**config.mk**
```make
export PLATFORM = sky130hd
export DESIGN_NAME = byte_scan_ctrl
export DESIGN_NICKNAME = d
export VERILOG_FILES = /design/src/rtl/byte_scan_ctrl.sv
export SDC_FILE = /design/constraint.sdc
export NUM_CORES = 1
export LEC_CHECK = 0
export ABC_AREA = 1
export BUFFER_PORTS_ARGS = -buffer_cell sky130_fd_sc_hd__buf_2
export CORE_ASPECT_RATIO = 0.7
export CORE_MARGIN = 5
export CORE_UTILIZATION = 35
export CTS_CLUSTER_DIAMETER = 50
export DETAILED_ROUTE_END_ITERATION = 16
export GPL_TIMING_DRIVEN = 0
export SLEW_MARGIN = 5
export SYNTH_ARGS = -nofsm -noshare
export SYNTH_HDL_FRONTEND = slang
export SYNTH_SLANG_ARGS = --single-unit
```
**constraint.sdc**
```tcl
create_clock -name clk -period 4.2 [get_ports clk]
set_clock_uncertainty 0.05 [all_clocks]
set_input_delay 1.26 -clock clk [delete_from_list [all_inputs] [get_ports clk]]
set_output_delay 1.26 -clock clk [all_outputs]
set_load 0.1 [all_outputs]
```
**src/rtl/byte_scan_ctrl.sv**
```systemverilog
// byte_scan_ctrl: captures a 128-bit word and scans its 16 byte lanes, one per cycle,
// reporting the largest and smallest lane values with their lowest indices.
module byte_scan_ctrl (
  input  logic         clk,
  input  logic         rst_n,
  input  logic         start,
  input  logic         abort,
  input  logic [127:0] data_in,
  output logic         busy,
  output logic [3:0]   sel,
  output logic         done,
  output logic [7:0]   max_val,
  output logic [3:0]   max_idx,
  output logic [7:0]   min_val,
  output logic [3:0]   min_idx
);
  typedef enum logic [1:0] {IDLE, SCAN, DONE} state_t;
  state_t       state;
  logic [127:0] cap;
  logic [7:0]   lane, wmax, wmin, nmax, nmin;
  logic [3:0]   wmax_idx, wmin_idx, nmax_idx, nmin_idx;
  logic         armed, up_max, up_min;
  assign lane = cap[{sel, 3'b000} +: 8];
  assign busy = state != IDLE;
  assign done = state == DONE;
  // Lane 0 seeds the running extremes; strict compares keep the lowest index on ties.
  always_comb begin
    up_max   = (sel == 4'd0) || (lane > wmax);
    up_min   = (sel == 4'd0) || (lane < wmin);
    nmax     = up_max ? lane : wmax;
    nmax_idx = up_max ? sel : wmax_idx;
    nmin     = up_min ? lane : wmin;
    nmin_idx = up_min ? sel : wmin_idx;
  end
  // armed blocks a start on the first edge after reset release.
  always_ff @(posedge clk or negedge rst_n) begin
    if (!rst_n) begin
      state    <= IDLE;
      armed    <= 1'b0;
      cap      <= '0;
      sel      <= '0;
      wmax     <= '0;
      wmin     <= '0;
      wmax_idx <= '0;
      wmin_idx <= '0;
      max_val  <= '0;
      max_idx  <= '0;
      min_val  <= '0;
      min_idx  <= '0;
    end else begin
      armed <= 1'b1;
      case (state)
        IDLE: if (start && !abort && armed) begin
          state <= SCAN;
          cap   <= data_in;
          sel   <= '0;
        end
        SCAN: if (abort) begin
          state <= IDLE;
          sel   <= '0;
        end else begin
          wmax     <= nmax;
          wmax_idx <= nmax_idx;
          wmin     <= nmin;
          wmin_idx <= nmin_idx;
          if (sel == 4'd15) begin
            state   <= DONE;
            sel     <= '0;
            max_val <= nmax;
            max_idx <= nmax_idx;
            min_val <= nmin;
            min_idx <= nmin_idx;
          end else begin
            sel <= sel + 4'd1;
          end
        end
        default: state <= IDLE;
      endcase
    end
  end
endmodule

```
==> results of run 1 <==
-- metrics by stage --
stage | TNS, ns | area, µm² | cells | hold WS (ns)
after global routing | 0 | 10500 | 1637 | 0.437
after floorplan | 0 | 8720 | 1119 | 0.394
after detailed placement | 0 | 9970 | 1606 | 0.409
final | 0 | 10500 | 1637 | 0.424
after global placement | -234.00 | 9930 | 1605 | 0.408
after CTS | 0 | 10500 | 1637 | 0.428
-- power groups by stage --
stage | combinational, mW | sequential [mW] | clock [mW]
finish | 3.15 | 2.34 | 1.48
global route | 3.52 | 2.38 | 1.57
CTS | 3.10 | 2.34 | 1.50
detailed placement | 3.08 | 2.37 | 0
global placement | 3.02 | 2.36 | 0
floorplan | 2.06 | 2.44 | 0
-- per-layer routing --
| layer | part of all wire | up-vias | global-route usage | wire length [µm] |
|---|---|---|---|---|
| met5 | 0 | - | 0 | 0 |
| met4 | 0.021 | 0 | 0.0658 | 603 |
| met3 | 0.080 | 43 | 0.0374 | 2290 |
| met2 | 0.42 | 306 | 0.288 | 12000 |
| met1 | 0.48 | 3812 | 0.315 | 13800 |
| li1 | - | 3929 | - | - |
-- worst max-delay path, stage by stage, from the launching register on --
cell      delay [ns]
dfrtp_1         0.41
buf_6           0.15
inv_2           0.15
buf_2           0.29
buf_2           0.36
nor2_1          0.10
o221ai_1        0.30
nand3_1         0.12
nand2_1         0.26
ha_1            0.30
nand2_1         0.09
o21ai_0         0.10
nand2_1         0.07
o211ai_1        0.10
o41ai_2         0.09
nand2_1         0.16
buf_2           0.22
o21ai_0         0.26
o21ai_0         0.12
-- layout make-up --
cell class,instances,area [µm²]
Multi-Input combinational cell,812,3630
Inverter,55,206
Clock inverter,10,73.8
Timing Repair Buffer,162,843
Clock buffer,21,450
Sequential cell,183,4580
Fill cell,2593,14100
Tap cell,325,407
Buffer,69,313
-- cell usage in the layout, fill, tap and decap left out, types with 9 or more instances in the layout --
cell and count:
ha_1 17, inv_1 52, o21ai_0 92, o21ai_1 11, nand2_2 12, buf_2 175, clkbuf_1 52, dfrtp_1 183
o22ai_1 9, a21oi_1 10, nand3_1 52, nand2_1 506, nor2_1 66, o221ai_1 20, o211ai_1 9, clkbuf_16 17
-- registers in the layout, summed over array words and instances, names as in the netlist --
name / cells
cap: 128
armed: 1
max_idx: 4
wmax_idx: 4
wmin_idx: 4
min_val: 8
max_val: 8
wmax: 8
min_idx: 4
state: 2
sel: 4
wmin: 8
-- logic make-up after synthesis --
group,Yosys count,share of synthesized area
other,1,0.000430
adders and majority gates,17,0.0244
and+or+nand+nor,641,0.290
DFF,183,0.525
AOI/OAI and AO/OA,153,0.101
buffers and inverters,124,0.0594
-- what timing repair did --
| action | 4_1_cts | 5_1_grt |
|---|---|---|
| hold endpoints to repair | 0 | 0 |
| setup endpoints to repair | 0 | 13 |
| resized for setup | 0 | 4 |
-- how the worst max path moves through the flow --
stage / start / end / slack (ns) / cells past startpoint
after CTS: sel[1] / max_idx[3] / 0.13 / 13
after global placement: rst_n / cap[15] / -1.30 / 1
after floorplan: sel[0] / max_idx[3] / 0.69 / 15
after global routing: sel[0] / max_idx[1] / 0.09 / 18
final: sel[0] / wmax_idx[1] / 0.34 / 18
after detailed placement: sel[1] / max_idx[3] / 0.14 / 13
==> impl_metrics.py, run 1 <==
metrics = {
    "outcome": {
        "status": "completed",
    },
    "logic_synthesis": {
        "yosys-top-cells-count": "nand2_1 (506), dfrtp_1 (183), o21ai_0 (93)",
        "synthCells": 1119,
        "synth-main-ff-cell": "dfrtp_1",
        "synth_area_mm2": 0.00872,
        "synthMostInstantiatedCell": "nand2_1",
        "syn_area_per_cell_um2": 7.79,
        "ys_ff_latch": 183,
        "synthesis.nets": 1268,
        "yosys_warnings": 0,
        "async_flop_share": 1.00,
        "synth-edff-count": 0,
        "synth.top_cell.area_share": 0.525,
        "synth_area_leader_cell": "dfrtp_1",
        "synth_cell_type_count": 25,
        "synth_area_leaders": "dfrtp_1 (53%), nand2_1 (22%), o21ai_0 (5.3%)",
        "ys_seq_area_frac": 0.525,
    },
    "route": {
        "drt_wl_total_um": 28700,
        "postRouteAntennaNets": 0,
        "avgViaCountPerCell": 4.94,
        "firstDrtPassIters": 5,
        "first_iter_violations": 689,
        "vias": 8090,
        "routedWlPerCell_um": 17.5,
        "drc_errors": 0,
    },
    "sta": {
        "drv_slew": 0,
        "hold_violations": 0,
        "worst_slew_pin_slew_ns": 0.782,
        "fmax_mhz": 259,
        "period_needed_ns": 3.86,
        "setup_viol": 0,
        "setup_ws_ns": 0.344,
        "rsz0062_at_grt": "no",
        "fin_crit_sh": 0.918,
        "worst_slew_margin_rel": 0.478,
    },
    "global_route": {
        "grt-ovfl-total": 0,
        "grt_pass1_wl_um": 44300,
        "grt_util_all_layers": 0.204,
        "grt_pass1_vias": 7913,
        "grt_max_degree": 94,
        "antenna_found_initial": 0,
    },
    "die": {
        "ios": 162,
        "die_area_mm2": 0.0282,
        "start_util": 0.354,
        "die_w_um": 199,
        "coreArea_mm2": 0.0246,
        "die_h_um": 142,
        "rows": 48,
    },
    "critical_path": {
        "rrSetupSlack_ns": 0.34,
        "cp-start-kind": "flop",
        "end_kind": "flop",
        "path_class": "flop to flop",
        "reg2reg_from": "sel[0]",
        "arrival_ns": 4.10,
        "reg2reg_to": "wmax_idx[1]",
        "required_ns": 4.45,
        "crit_fanout": 10,
        "worst-r2r-cell-count": 18,
    },
    "clock_network": {
        "clock_sinks": 183,
        "cts_buffers": 17,
        "cts_root_buf": "clkbuf_16",
        "cts-hold-fix-buffers": 0,
        "cts_tree": "built",
        "path_clk_slew_ns": 0.06,
        "post_cts_buffers": 0,
        "h-tree-depth": 4,
        "insertion_delay_ns": 0.44,
        "clock_path_buffers": 2,
    },
    "power_and_ir_drop": {
        "leakagePower_nw": 5.61,
        "p_sw_mw": 3.08,
        "intPower_mw": 3.90,
        "combPwrFrac": 0.452,
        "ir_drop_v": 0.000357,
        "finalPower_mw": 6.98,
        "power.share.clock": 0.212,
        "p_sw_frac": 0.441,
        "p_seq_frac": 0.336,
        "powerDensity_mw_per_mm2": 664,
    },
    "hold_path": {
        "holdCritPathClass": "flop to flop",
        "hp-start": "min_idx[1]",
        "worstHoldEndpoint": "min_idx[1]",
        "hold_depth": 2,
    },
    "final_layout": {
        "diodes": 0,
        "syn_to_final_growth_pct": 20.4,
        "utilization": 0.427,
        "drive_above_1_share": 0.174,
        "final_nets": 1449,
    },
    "flow_run": {
        "drv_cap": 0,
    },
    "place": {
        "dp_hpwl_um": 21300,
        "portBuffers": 161,
        "dp_slack_ns": 0.140,
        "gp_congestion": 0.852,
    },
}
(Power assumes the default switching activity.)
==> run 2: changes to the inputs <==
--- a/config.mk
+++ b/config.mk
@@ -8,12 +8,10 @@
 export ABC_AREA = 1
 export BUFFER_PORTS_ARGS = -buffer_cell sky130_fd_sc_hd__buf_2
 export CORE_ASPECT_RATIO = 0.7
-export CORE_MARGIN = 5
 export CORE_UTILIZATION = 35
 export CTS_CLUSTER_DIAMETER = 50
 export DETAILED_ROUTE_END_ITERATION = 16
 export GPL_TIMING_DRIVEN = 0
-export SLEW_MARGIN = 5
 export SYNTH_ARGS = -nofsm -noshare
 export SYNTH_HDL_FRONTEND = slang
 export SYNTH_SLANG_ARGS = --single-unit
==> run 2 against run 1 <==
Against the previous run:
- cell count is 0.43% lower
- utilization is 1.3 points higher
- final area is 0.61% higher
- routed wire length is 0.13% lower
- clock power is 14% higher
- largest power group unchanged
- highest routed layer unchanged
==> impl_metrics.py, run 2 (same netlist as run 1, synthesis figures left out) <==
metrics = {
    "outcome": {
        "status": "completed",
    },
    "final_layout": {
        "final_nets": 1449,
        "largest-register": "cap",
        "drive_above_1_share": 0.174,
        "fill_cells": 2468,
        "diodes": 0,
        "syn_to_final_growth_pct": 21.2,
        "final_common_cell": "nand2_1",
        "largest_register_ffs": 128,
        "final_cell_mix": "nand2_1 (506), dfrtp_1 (183), buf_2 (175), o21ai_0 (93), nor2_1 (66)",
    },
    "sta": {
        "drv_slew": 0,
        "hold_violations": 0,
        "worst_slew_pin_slew_ns": 0.951,
        "fmax_mhz": 255,
        "fin_crit_sh": 0.933,
        "setup_viol": 0,
        "worst_slew_margin_rel": 0.366,
        "setup_ws_ns": 0.282,
        "timing.hold.ws_ns": 0.427,
        "period_needed_ns": 3.92,
    },
    "critical_path": {
        "cp-start-kind": "flop",
        "crit_fanout": 10,
        "slowest_delay_ns": 0.50,
        "required_ns": 4.45,
        "arrival_ns": 4.17,
        "end_kind": "flop",
        "crit_chain": "inv_2 > clkbuf_1 > o21ai_0 > o221ai_1 > o211ai_1 > nand2_1 > ha_1 > a21oi_1 > o21ai_0 > nand2_1 > o211ai_1 > o41ai_2 > nand2_1 > buf_2 > o21ai_0 > o21ai_0",
        "path_class": "flop to flop",
        "crit_slowest_cell": "dfrtp_1",
        "crit_top_cell": "o21ai_0",
    },
    "die": {
        "rows": 47,
        "die_area_mm2": 0.0256,
        "die_h_um": 134,
        "die_w_um": 191,
        "start_util": 0.363,
        "ios": 162,
        "coreArea_mm2": 0.0241,
    },
    "place": {
        "dp_slack_ns": 0.258,
        "gp_congestion": 0.863,
        "dp_hpwl_um": 20700,
        "portBuffers": 161,
    },
    "clock_network": {
        "cts_root_buf": "clkbuf_16",
        "cts_tree": "built",
        "h-tree-depth": 4,
        "ctsResizeCount": 0,
        "post_cts_buffers": 0,
        "cts_buffers": 17,
        "path_clk_slew_ns": 0.07,
        "clock_sinks": 183,
        "clock_path_buffers": 2,
        "cts-hold-fix-buffers": 0,
        "insertion_delay_ns": 0.44,
    },
    "route": {
        "postRouteAntennaNets": 0,
        "vias": 8105,
        "firstDrtPassIters": 5,
        "first_iter_violations": 706,
        "drt_wl_total_um": 28600,
        "routedWlPerCell_um": 17.6,
        "drc_errors": 0,
        "avgViaCountPerCell": 4.97,
    },
    "global_route": {
        "grt_max_degree": 112,
        "grt_pass1_vias": 7830,
        "grt_util_all_layers": 0.232,
        "grt-ovfl-total": 0,
        "antenna_found_initial": 0,
        "grt_pass1_wl_um": 44500,
    },
    "power_and_ir_drop": {
        "ir_drop_v": 0.000441,
        "powerDensity_mw_per_mm2": 682,
        "leakagePower_nw": 5.65,
    },
    "hold_path": {
        "holdCritPathClass": "flop to flop",
    },
    "flow_run": {
        "drv_cap": 0,
    },
}
==> run 2: changes by cell type in the layout (fill, tap and decap cells not counted), sizes merged <==
cell and delta:
inv +1, clkinv -4, clkbuf +1, bufinv +3, clkinvlp -1
==> run 2: stage by stage <==
stage / power, mW / util / cells / cell area (µm²) / TNS [ns]
after floorplan: 4.50 / - / 1119 / 8720 / 0
after global placement: 5.38 / 0.413 / 1598 / 9920 / -233.75
after detailed placement: 5.46 / 0.414 / 1599 / 9960 / 0
after CTS: 7.15 / 0.439 / 1630 / 10600 / 0
after global routing: 7.69 / 0.439 / 1630 / 10600 / -0.00559
final: 7.20 / 0.439 / 1630 / 10600 / 0
==> run 2: final timing paths <==
check / from / slack, ns / to / cells after the start
setup / recovery: sel[1] / 0.28 / max_idx[3] / 16
hold / removal: max_val[3] / 0.43 / max_val[3] / 2
setup reg to reg: sel[1] / 0.28 / max_idx[3] / 16
hold reg to reg: max_val[3] / 0.43 / max_val[3] / 2
max in group asynchronous: rst_n / 2.43 / cap[50] / 2
min in group asynchronous: rst_n / 0.77 / cap[92] / 1
==> run 2: per-layer routing <==
metal	GRT usage	share of wire
met4	0.0538	0.010
met5	0	0
met3	0.0421	0.081
met1	0.366	0.50
met2	0.322	0.41
==> run 2: worst max-delay path: cells and delay by family (launching register included) <==
kind	cells	cell delay, ns
and+or+nand+nor	3	0.52
buffers and inverters	3	0.95
adders and majority gates	1	0.29
AOI/OAI and AO/OA	9	1.47
DFF	1	0.50
==> run 2: final cells by class <==
type / count / area (µm²) / area share
buffer: 69 / 314 / 0.0297
sequential: 183 / 4580 / 0.433
timing repair buffer: 162 / 843 / 0.0798
clock buffer: 22 / 454 / 0.0430
tap: 318 / 398 / 0.0377
inverter: 55 / 206 / 0.0195
clock inverter: 9 / 141 / 0.0134
multi-input combinational: 812 / 3630 / 0.344
==> run 2: where the power goes <==
part	switching (mW)	total [mW]	internal [mW]	leakage, nW
Combinational	2.18	3.18	0.999	3.03
Sequential	0.213	2.34	2.13	2.33
Clock	0.726	1.69	0.959	0.286
Total	3.12	7.20	4.09	5.65
